### src/rtl/utils_pkg.sv
`default_nettype none
// ============================================================================
// utils_pkg : shared RV32I pipeline buses plus memory-stage FSM and funct3 codes
// Revision  : 1.0
// ============================================================================
package utils_pkg;

  localparam int XLEN = 32;

  localparam logic [2:0] F3_LB  = 3'b000;
  localparam logic [2:0] F3_LH  = 3'b001;
  localparam logic [2:0] F3_LW  = 3'b010;
  localparam logic [2:0] F3_LBU = 3'b100;
  localparam logic [2:0] F3_LHU = 3'b101;
  localparam logic [2:0] F3_SB  = 3'b000;
  localparam logic [2:0] F3_SH  = 3'b001;
  localparam logic [2:0] F3_SW  = 3'b010;

  typedef enum logic [1:0] {
    MS_IDLE     = 2'd0,
    MS_REQ      = 2'd1,
    MS_WAIT_RSP = 2'd2
  } mem_state_t;

  typedef struct packed {
    logic [XLEN-1:0] ex_out;
    logic [XLEN-1:0] rf_rdata2;
    logic [3:0]      dmem_wr_en;
    logic [1:0]      sel_res;
    logic [2:0]      funct3;
    logic            rf_wr_en;
    logic [4:0]      rd;
    logic [1:0]      sel_rf_wr;
    logic [XLEN-1:0] inc_pc;
    logic            ecall;
  } bus_stage_e;

  typedef struct packed {
    logic [XLEN-1:0] result;
    logic            rf_wr_en;
    logic [4:0]      rd;
    logic [1:0]      sel_rf_wr;
    logic [XLEN-1:0] inc_pc;
    logic            ecall;
  } bus_stage_m;

  // Access size comes from funct3[1:0]; unknown load codes fall back to word size.
  function automatic logic is_misaligned(input logic [2:0] funct3, input logic [1:0] off);
    case (funct3[1:0])
      2'b00:   return 1'b0;
      2'b01:   return off[0];
      default: return (off != 2'b00);
    endcase
  endfunction

endpackage
`default_nettype wire

### src/rtl/mem_stage_load_align.sv
`default_nettype none
// ============================================================================
// mem_load_align : selects the addressed byte/half of a load word and extends it
// Revision       : 1.0
// ============================================================================
module mem_load_align
  import utils_pkg::*;
(
  input  logic [XLEN-1:0] rdata,
  input  logic [1:0]      addr,
  input  logic [2:0]      funct3,
  output logic [XLEN-1:0] load_data
);

  logic [7:0]  w_byte;
  logic [15:0] w_half;

  always_comb begin
    case (addr)
      2'd0:    w_byte = rdata[7:0];
      2'd1:    w_byte = rdata[15:8];
      2'd2:    w_byte = rdata[23:16];
      default: w_byte = rdata[31:24];
    endcase
  end

  assign w_half = addr[1] ? rdata[31:16] : rdata[15:0];

  always_comb begin
    load_data = rdata;
    case (funct3)
      F3_LB:   load_data = {{24{w_byte[7]}}, w_byte};
      F3_LH:   load_data = {{16{w_half[15]}}, w_half};
      F3_LBU:  load_data = {24'd0, w_byte};
      F3_LHU:  load_data = {16'd0, w_half};
      default: load_data = rdata;
    endcase
  end

endmodule
`default_nettype wire

### src/rtl/mem_stage.sv
`default_nettype none
// ============================================================================
// mem_stage : RV32I memory stage - data memory req/gnt/rvalid access and load/store alignment
// Revision  : 1.0
// ============================================================================
module mem_stage
  import utils_pkg::*;
(
  input  logic            clk,
  input  logic            rst_n,
  input  logic            e_valid_i,
  input  bus_stage_e      e_bus_i,
  output logic            e_ready_o,
  output logic            m_valid_o,
  output bus_stage_m      m_bus_o,
  output logic            misaligned_o,
  output logic            dmem_req_o,
  output logic [3:0]      dmem_we_o,
  output logic [XLEN-1:0] dmem_addr_o,
  output logic [XLEN-1:0] dmem_wdata_o,
  input  logic            dmem_gnt_i,
  input  logic            dmem_rvalid_i,
  input  logic [XLEN-1:0] dmem_rdata_i
);

  mem_state_t      r_state,      w_state_nxt;
  logic            r_m_valid,    w_m_valid_nxt;
  logic            r_misaligned, w_misaligned_nxt;
  bus_stage_m      r_m_bus,      w_m_bus_nxt;
  logic            r_req,        w_req_nxt;
  logic [3:0]      r_we,         w_we_nxt;
  logic [XLEN-1:0] r_addr,       w_addr_nxt;
  logic [XLEN-1:0] r_wdata,      w_wdata_nxt;
  bus_stage_m      r_hold,       w_hold_nxt;
  logic [2:0]      r_hold_f3,    w_hold_f3_nxt;
  logic            r_hold_store, w_hold_store_nxt;

  logic            w_accept;
  logic            w_is_store;
  logic            w_is_load;
  logic            w_misaligned;
  bus_stage_m      w_pass;
  logic [XLEN-1:0] w_store_data;
  logic [XLEN-1:0] w_load_data;

  assign e_ready_o    = (r_state == MS_IDLE);
  assign w_accept     = e_valid_i & e_ready_o;
  assign w_is_store   = (e_bus_i.dmem_wr_en != 4'd0);
  assign w_is_load    = (e_bus_i.sel_res == 2'd1) && !w_is_store;
  assign w_misaligned = is_misaligned(e_bus_i.funct3, e_bus_i.ex_out[1:0]);

  always_comb begin
    w_pass.result    = e_bus_i.ex_out;
    w_pass.rf_wr_en  = e_bus_i.rf_wr_en;
    w_pass.rd        = e_bus_i.rd;
    w_pass.sel_rf_wr = e_bus_i.sel_rf_wr;
    w_pass.inc_pc    = e_bus_i.inc_pc;
    w_pass.ecall     = e_bus_i.ecall;
  end

  // Replicate the store operand so it lands on whichever lane the byte enables pick.
  always_comb begin
    case (e_bus_i.funct3)
      F3_SB:   w_store_data = {4{e_bus_i.rf_rdata2[7:0]}};
      F3_SH:   w_store_data = {2{e_bus_i.rf_rdata2[15:0]}};
      default: w_store_data = e_bus_i.rf_rdata2;
    endcase
  end

  mem_load_align u_load_align (
    .rdata     (dmem_rdata_i),
    .addr      (r_hold.result[1:0]),
    .funct3    (r_hold_f3),
    .load_data (w_load_data)
  );

  always_comb begin
    w_state_nxt      = r_state;
    w_m_valid_nxt    = 1'b0;
    w_misaligned_nxt = 1'b0;
    w_m_bus_nxt      = r_m_bus;
    w_req_nxt        = r_req;
    w_we_nxt         = r_we;
    w_addr_nxt       = r_addr;
    w_wdata_nxt      = r_wdata;
    w_hold_nxt       = r_hold;
    w_hold_f3_nxt    = r_hold_f3;
    w_hold_store_nxt = r_hold_store;

    case (r_state)
      MS_IDLE: begin
        if (w_accept) begin
          if (!(w_is_store || w_is_load)) begin
            w_m_valid_nxt = 1'b1;
            w_m_bus_nxt   = w_pass;
          end else if (w_misaligned) begin
            w_m_valid_nxt        = 1'b1;
            w_misaligned_nxt     = 1'b1;
            w_m_bus_nxt          = w_pass;
            w_m_bus_nxt.rf_wr_en = 1'b0;
          end else begin
            w_state_nxt      = MS_REQ;
            w_req_nxt        = 1'b1;
            w_we_nxt         = w_is_store ? (e_bus_i.dmem_wr_en << e_bus_i.ex_out[1:0]) : 4'd0;
            w_addr_nxt       = {e_bus_i.ex_out[XLEN-1:2], 2'b00};
            w_wdata_nxt      = w_store_data;
            w_hold_nxt       = w_pass;
            w_hold_f3_nxt    = e_bus_i.funct3;
            w_hold_store_nxt = w_is_store;
          end
        end
      end

      MS_REQ: begin
        if (dmem_gnt_i) begin
          w_req_nxt = 1'b0;
          w_we_nxt  = 4'd0;
          if (r_hold_store) begin
            w_state_nxt   = MS_IDLE;
            w_m_valid_nxt = 1'b1;
            w_m_bus_nxt   = r_hold;
          end else begin
            w_state_nxt = MS_WAIT_RSP;
          end
        end
      end

      MS_WAIT_RSP: begin
        if (dmem_rvalid_i) begin
          w_state_nxt        = MS_IDLE;
          w_m_valid_nxt      = 1'b1;
          w_m_bus_nxt        = r_hold;
          w_m_bus_nxt.result = w_load_data;
        end
      end

      default: w_state_nxt = MS_IDLE;
    endcase
  end

  always_ff @(posedge clk or negedge rst_n) begin
    if (!rst_n) begin
      r_state      <= MS_IDLE;
      r_m_valid    <= 1'b0;
      r_misaligned <= 1'b0;
      r_m_bus      <= '0;
      r_req        <= 1'b0;
      r_we         <= 4'd0;
      r_addr       <= '0;
      r_wdata      <= '0;
      r_hold       <= '0;
      r_hold_f3    <= 3'd0;
      r_hold_store <= 1'b0;
    end else begin
      r_state      <= w_state_nxt;
      r_m_valid    <= w_m_valid_nxt;
      r_misaligned <= w_misaligned_nxt;
      r_m_bus      <= w_m_bus_nxt;
      r_req        <= w_req_nxt;
      r_we         <= w_we_nxt;
      r_addr       <= w_addr_nxt;
      r_wdata      <= w_wdata_nxt;
      r_hold       <= w_hold_nxt;
      r_hold_f3    <= w_hold_f3_nxt;
      r_hold_store <= w_hold_store_nxt;
    end
  end

  assign m_valid_o    = r_m_valid;
  assign misaligned_o = r_misaligned;
  assign m_bus_o      = r_m_bus;
  assign dmem_req_o   = r_req;
  assign dmem_we_o    = r_we;
  assign dmem_addr_o  = r_addr;
  assign dmem_wdata_o = r_wdata;

endmodule
`default_nettype wire

### config.mk
export PLATFORM = sky130hd
export DESIGN_NAME = mem_stage
export DESIGN_NICKNAME = d
export VERILOG_FILES = /design/src/rtl/utils_pkg.sv /design/src/rtl/mem_stage_load_align.sv /design/src/rtl/mem_stage.sv
export SDC_FILE = /design/constraint.sdc
export NUM_CORES = 1
export LEC_CHECK = 0
export CORE_UTILIZATION = 25
export CTS_BUF_LIST = sky130_fd_sc_hd__clkbuf_4
export DETAILED_ROUTE_END_ITERATION = 16
export GPL_TIMING_DRIVEN = 0
export PLACE_DENSITY = 0.56
export SKIP_CTS_REPAIR_TIMING = 1
export SLEW_MARGIN = 0
export SYNTH_ARGS = -nofsm -noshare
export SYNTH_HDL_FRONTEND = slang
export SYNTH_SLANG_ARGS = --single-unit
export TNS_END_PERCENT = 5
### constraint.sdc
create_clock -name clk -period 2.4 [get_ports clk]
set_clock_uncertainty 0.2 [all_clocks]
set_input_delay 0.24 -clock clk [delete_from_list [all_inputs] [get_ports clk]]
set_output_delay 0.24 -clock clk [all_outputs]
set_load 0.05 [all_outputs]
==> impl_metrics.yaml <==
global_routing:
  grt_pass1_wl_mm: 55.2
  grt_pass1_vias: 9011
  grt_max_degree: 73
  overflow: 0
  antenna_found_initial: 4
  gr-usage-all-layers: 0.192
routing:
  drc: 0
  vias: 9180
  drt_iter0_markers: 508
  drtPass1Iterations: 5
  wirelength_mm: 37.2
  viasPerCell: 4.78
  avgRoutedWirePerCell_um: 19.3
  antenna_left: 0
synthesis:
  synth_top_cell_area_share: 0.518
  synth_warnings: 0
  ys.flop_type: "dfrtp_1"
  synthMuxAreaShare: 0.0610
  synth_compound_area_frac: 0.166
  ys_seq_elements: 191
  synth_cells: 1023
  synth_cell_types: 42
  synthSimpleGateAreaFrac: 0.186
  yosysTopAreaCell: "dfrtp_1"
  ys_async_sr_fraction: 1.00
  synth_top_family_by_area: "simple AND/OR/NAND/NOR gates"
  netlist_top_cells_area: "dfrtp_1 52%, nand2_1 12%, mux2i_1 5.9%"
  synth.avg_cell_area_um2: 9.03
  synth_fa_ha_area_frac: 0.00542
  synth_xor_area_frac: 0
  synth_edf_count: 0
  syn_area_mm2: 0.00923
  ys_seq_area_frac: 0.518
clock_tree:
  clk-insertion-delay-late_ns: 0.63
  cts.clk_slew.worst_paths_ns: 0.17
  cts_tree: "built"
  cts_buffer_depth: 2
  root_buffer: "clkbuf_4"
  htree_levels: 4
  cts_sinks: 191
  cts_made_buffers: 17
timing:
  drv_slew: 0
  slew_headroom: 0.406
  worst_slack_ns: -0.0739
  tightest_slew_ns: 0.891
  layout_min_cycle_time_ns: 2.47
  post-route-period-util: 1.03
  finalSetupViolations: 42
  rsz0062_at_grt: "true"
  max_freq_mhz: 404
  tns_ns: -1.58
  finalHoldViolations: 0
run:
  drv_cap: 0
power:
  ir_drop_mv: 0.745
  leakage_nw: 6.82
  finalPower_mw: 23.1
  power_per_cell_area_mw_per_mm2: 1570
setup_path:
  end_kind: "flip-flop"
  worstPathCellList: "inv_2 > ha_4 > buf_8 > a221o_1 > buf_6 > a211oi_4 > buf_6 > buf_12 > buf_4 > mux2i_1 > a21oi_1"
  cpMostUsedCell: "buf_6"
  cp_slowest_cell: "dfrtp_1"
  path_class: "flip-flop to flip-flop"
  cp-start-kind: "flip-flop"
  critical_path_required_ns: 2.69
  cp_max_fo: 8
  arrival_ns: 2.76
  critPathMaxStageDelay_ns: 0.43
final_layout:
  finalInstanceArea_mm2: 0.0147
  syn_to_final_growth_pct: 58.8
  final_layout_size_suffix_gt1_frac: 0.149
  utilization: 0.403
  nets: 1591
status:
  violations: "negative setup slack"
  outcome: "finished with violations"
placement:
  hpwl_mm: 26.6
  placed_area_mm2: 0.0128
  place.gp.congestion: 0.863
  pre_cts_ws_ns: -0.917
  io_buffers: 292
die:
  core_area_mm2: 0.0364
  io-pin-count: 296
  initial_core_util: 0.253
  fp.dieH_um: 194
  fp.dieW_um: 194
  num_rows: 70
  die_area_mm2: 0.0377
hold_path:
  hold_path.class: "input pin to flip-flop"
## cell families after synthesis
family                   after synthesis
AO/OA/AOI/OAI                        219
adder cells (fa/ha/maj)                4
buffers and inverters                112
flip-flops                           191
multiplexers                          56
other                                  1
AND/OR/NAND/NOR                      440
## routing by layer
metal  GRT usage  wire, um  up-vias
li1            -         -     4312
met1       0.256     17000     4527
met2       0.313     17800      301
met3      0.0424      1850       40
met4      0.0544       537        0
met5           0         0        -
## power breakdown
part,internal (mW),switching (mW),total (mW)
Clock,0.863,1.29,2.15
Combinational,5.49,9.54,15.0
Sequential,4.84,1.08,5.92
Total,11.2,11.9,23.1
## cells in the final DEF (no fill, tap or decap), types with 6 or more instances in the layout
cell type	instances
a21oi_1	33
clkbuf_2	18
inv_6	6
dfrtp_1	191
buf_6	9
o22ai_1	17
o21ai_0	62
a221oi_1	19
clkdlybuf4s50_1	219
nand2_1	285
a221o_1	18
buf_4	75
dlygate4sd3_1	78
clkbuf_1	24
buf_2	11
nor2_1	122
dlymetal6s2s_1	42
nor2_2	6
mux2i_1	54
buf_12	7
clkbuf_4	20
o221ai_1	7
o22a_1	16
a221oi_2	26
## synthesized netlist by cell type, drive strengths merged (2+ instances only)
| master | count |
|---|---|
| nand2b | 5 |
| a32oi | 2 |
| and3 | 2 |
| nor2 | 132 |
| nor2b | 4 |
| clkbuf | 42 |
| o21ai | 62 |
| ha | 4 |
| a221oi | 47 |
| mux2 | 2 |
| a31oi | 3 |
| o2bb2ai | 3 |
| nand3 | 2 |
| a211oi | 2 |
| o22a | 16 |
| clkinv | 2 |
| o22ai | 17 |
| a22o | 2 |
| and2 | 3 |
| a21oi | 36 |
| nor4 | 2 |
| a221o | 18 |
| inv | 7 |
| nor3 | 4 |
| buf | 61 |
| o221ai | 7 |
| mux2i | 54 |
| dfrtp | 191 |
| nand2 | 285 |
## through the flow
step	hold slack, ns	std cells
after floorplan	-0.256	1024
after global placement	0.258	1784
after detailed placement	-0.0000975	1786
after CTS	-0.770	1818
after global routing	-0.00656	1922
final	0.00663	1922
## critical path: cells and delay by family (launching register included)
family          cells  cell delay (ns)
buf+inv             6             0.72
compound gates      3             0.63
flops               1             0.43
mux                 1             0.18
fa+ha+maj           1             0.17
## sequential cells by signal (all words and copies together), names as in the netlist, 2 cells and up
signal and flops:
dmem_wdata_o 32, dmem_we_o 4, m_bus_o 73, r_hold 72
r_hold_f3 3, r_state 2
## final timing paths
kind / cells past startpoint / startpoint / to / slack [ns]
setup / recovery: 11 / r_state[1]$_DFFE_PN0P_ / m_bus_o[52]$_DFFE_PN0P_ / -0.07
hold / removal: 3 / e_bus_i[67] / dmem_wdata_o[17]$_DFFE_PN0P_ / 0.007
setup reg to reg: 11 / r_state[1]$_DFFE_PN0P_ / m_bus_o[52]$_DFFE_PN0P_ / -0.07
hold reg to reg: 2 / r_hold[40]$_DFFE_PN0P_ / r_hold[40]$_DFFE_PN0P_ / 0.29
max in group asynchronous: 5 / rst_n / dmem_wdata_o[9]$_DFFE_PN0P_ / 0.74
min in group asynchronous: 4 / rst_n / m_bus_o[23]$_DFFE_PN0P_ / 0.47
## cell type report
cell class	count	area, um^2
Multi-Input combinational cell	721	4170
Sequential cell	191	4780
Inverter	9	33.8
Tap cell	468	586
Antenna cell	5	12.5
Fill cell	3623	21800
Clock inverter	14	203
Clock buffer	18	135
Buffer	103	686
Timing Repair Buffer	393	4070
Note: power is estimated with default switching activity, not from simulation.
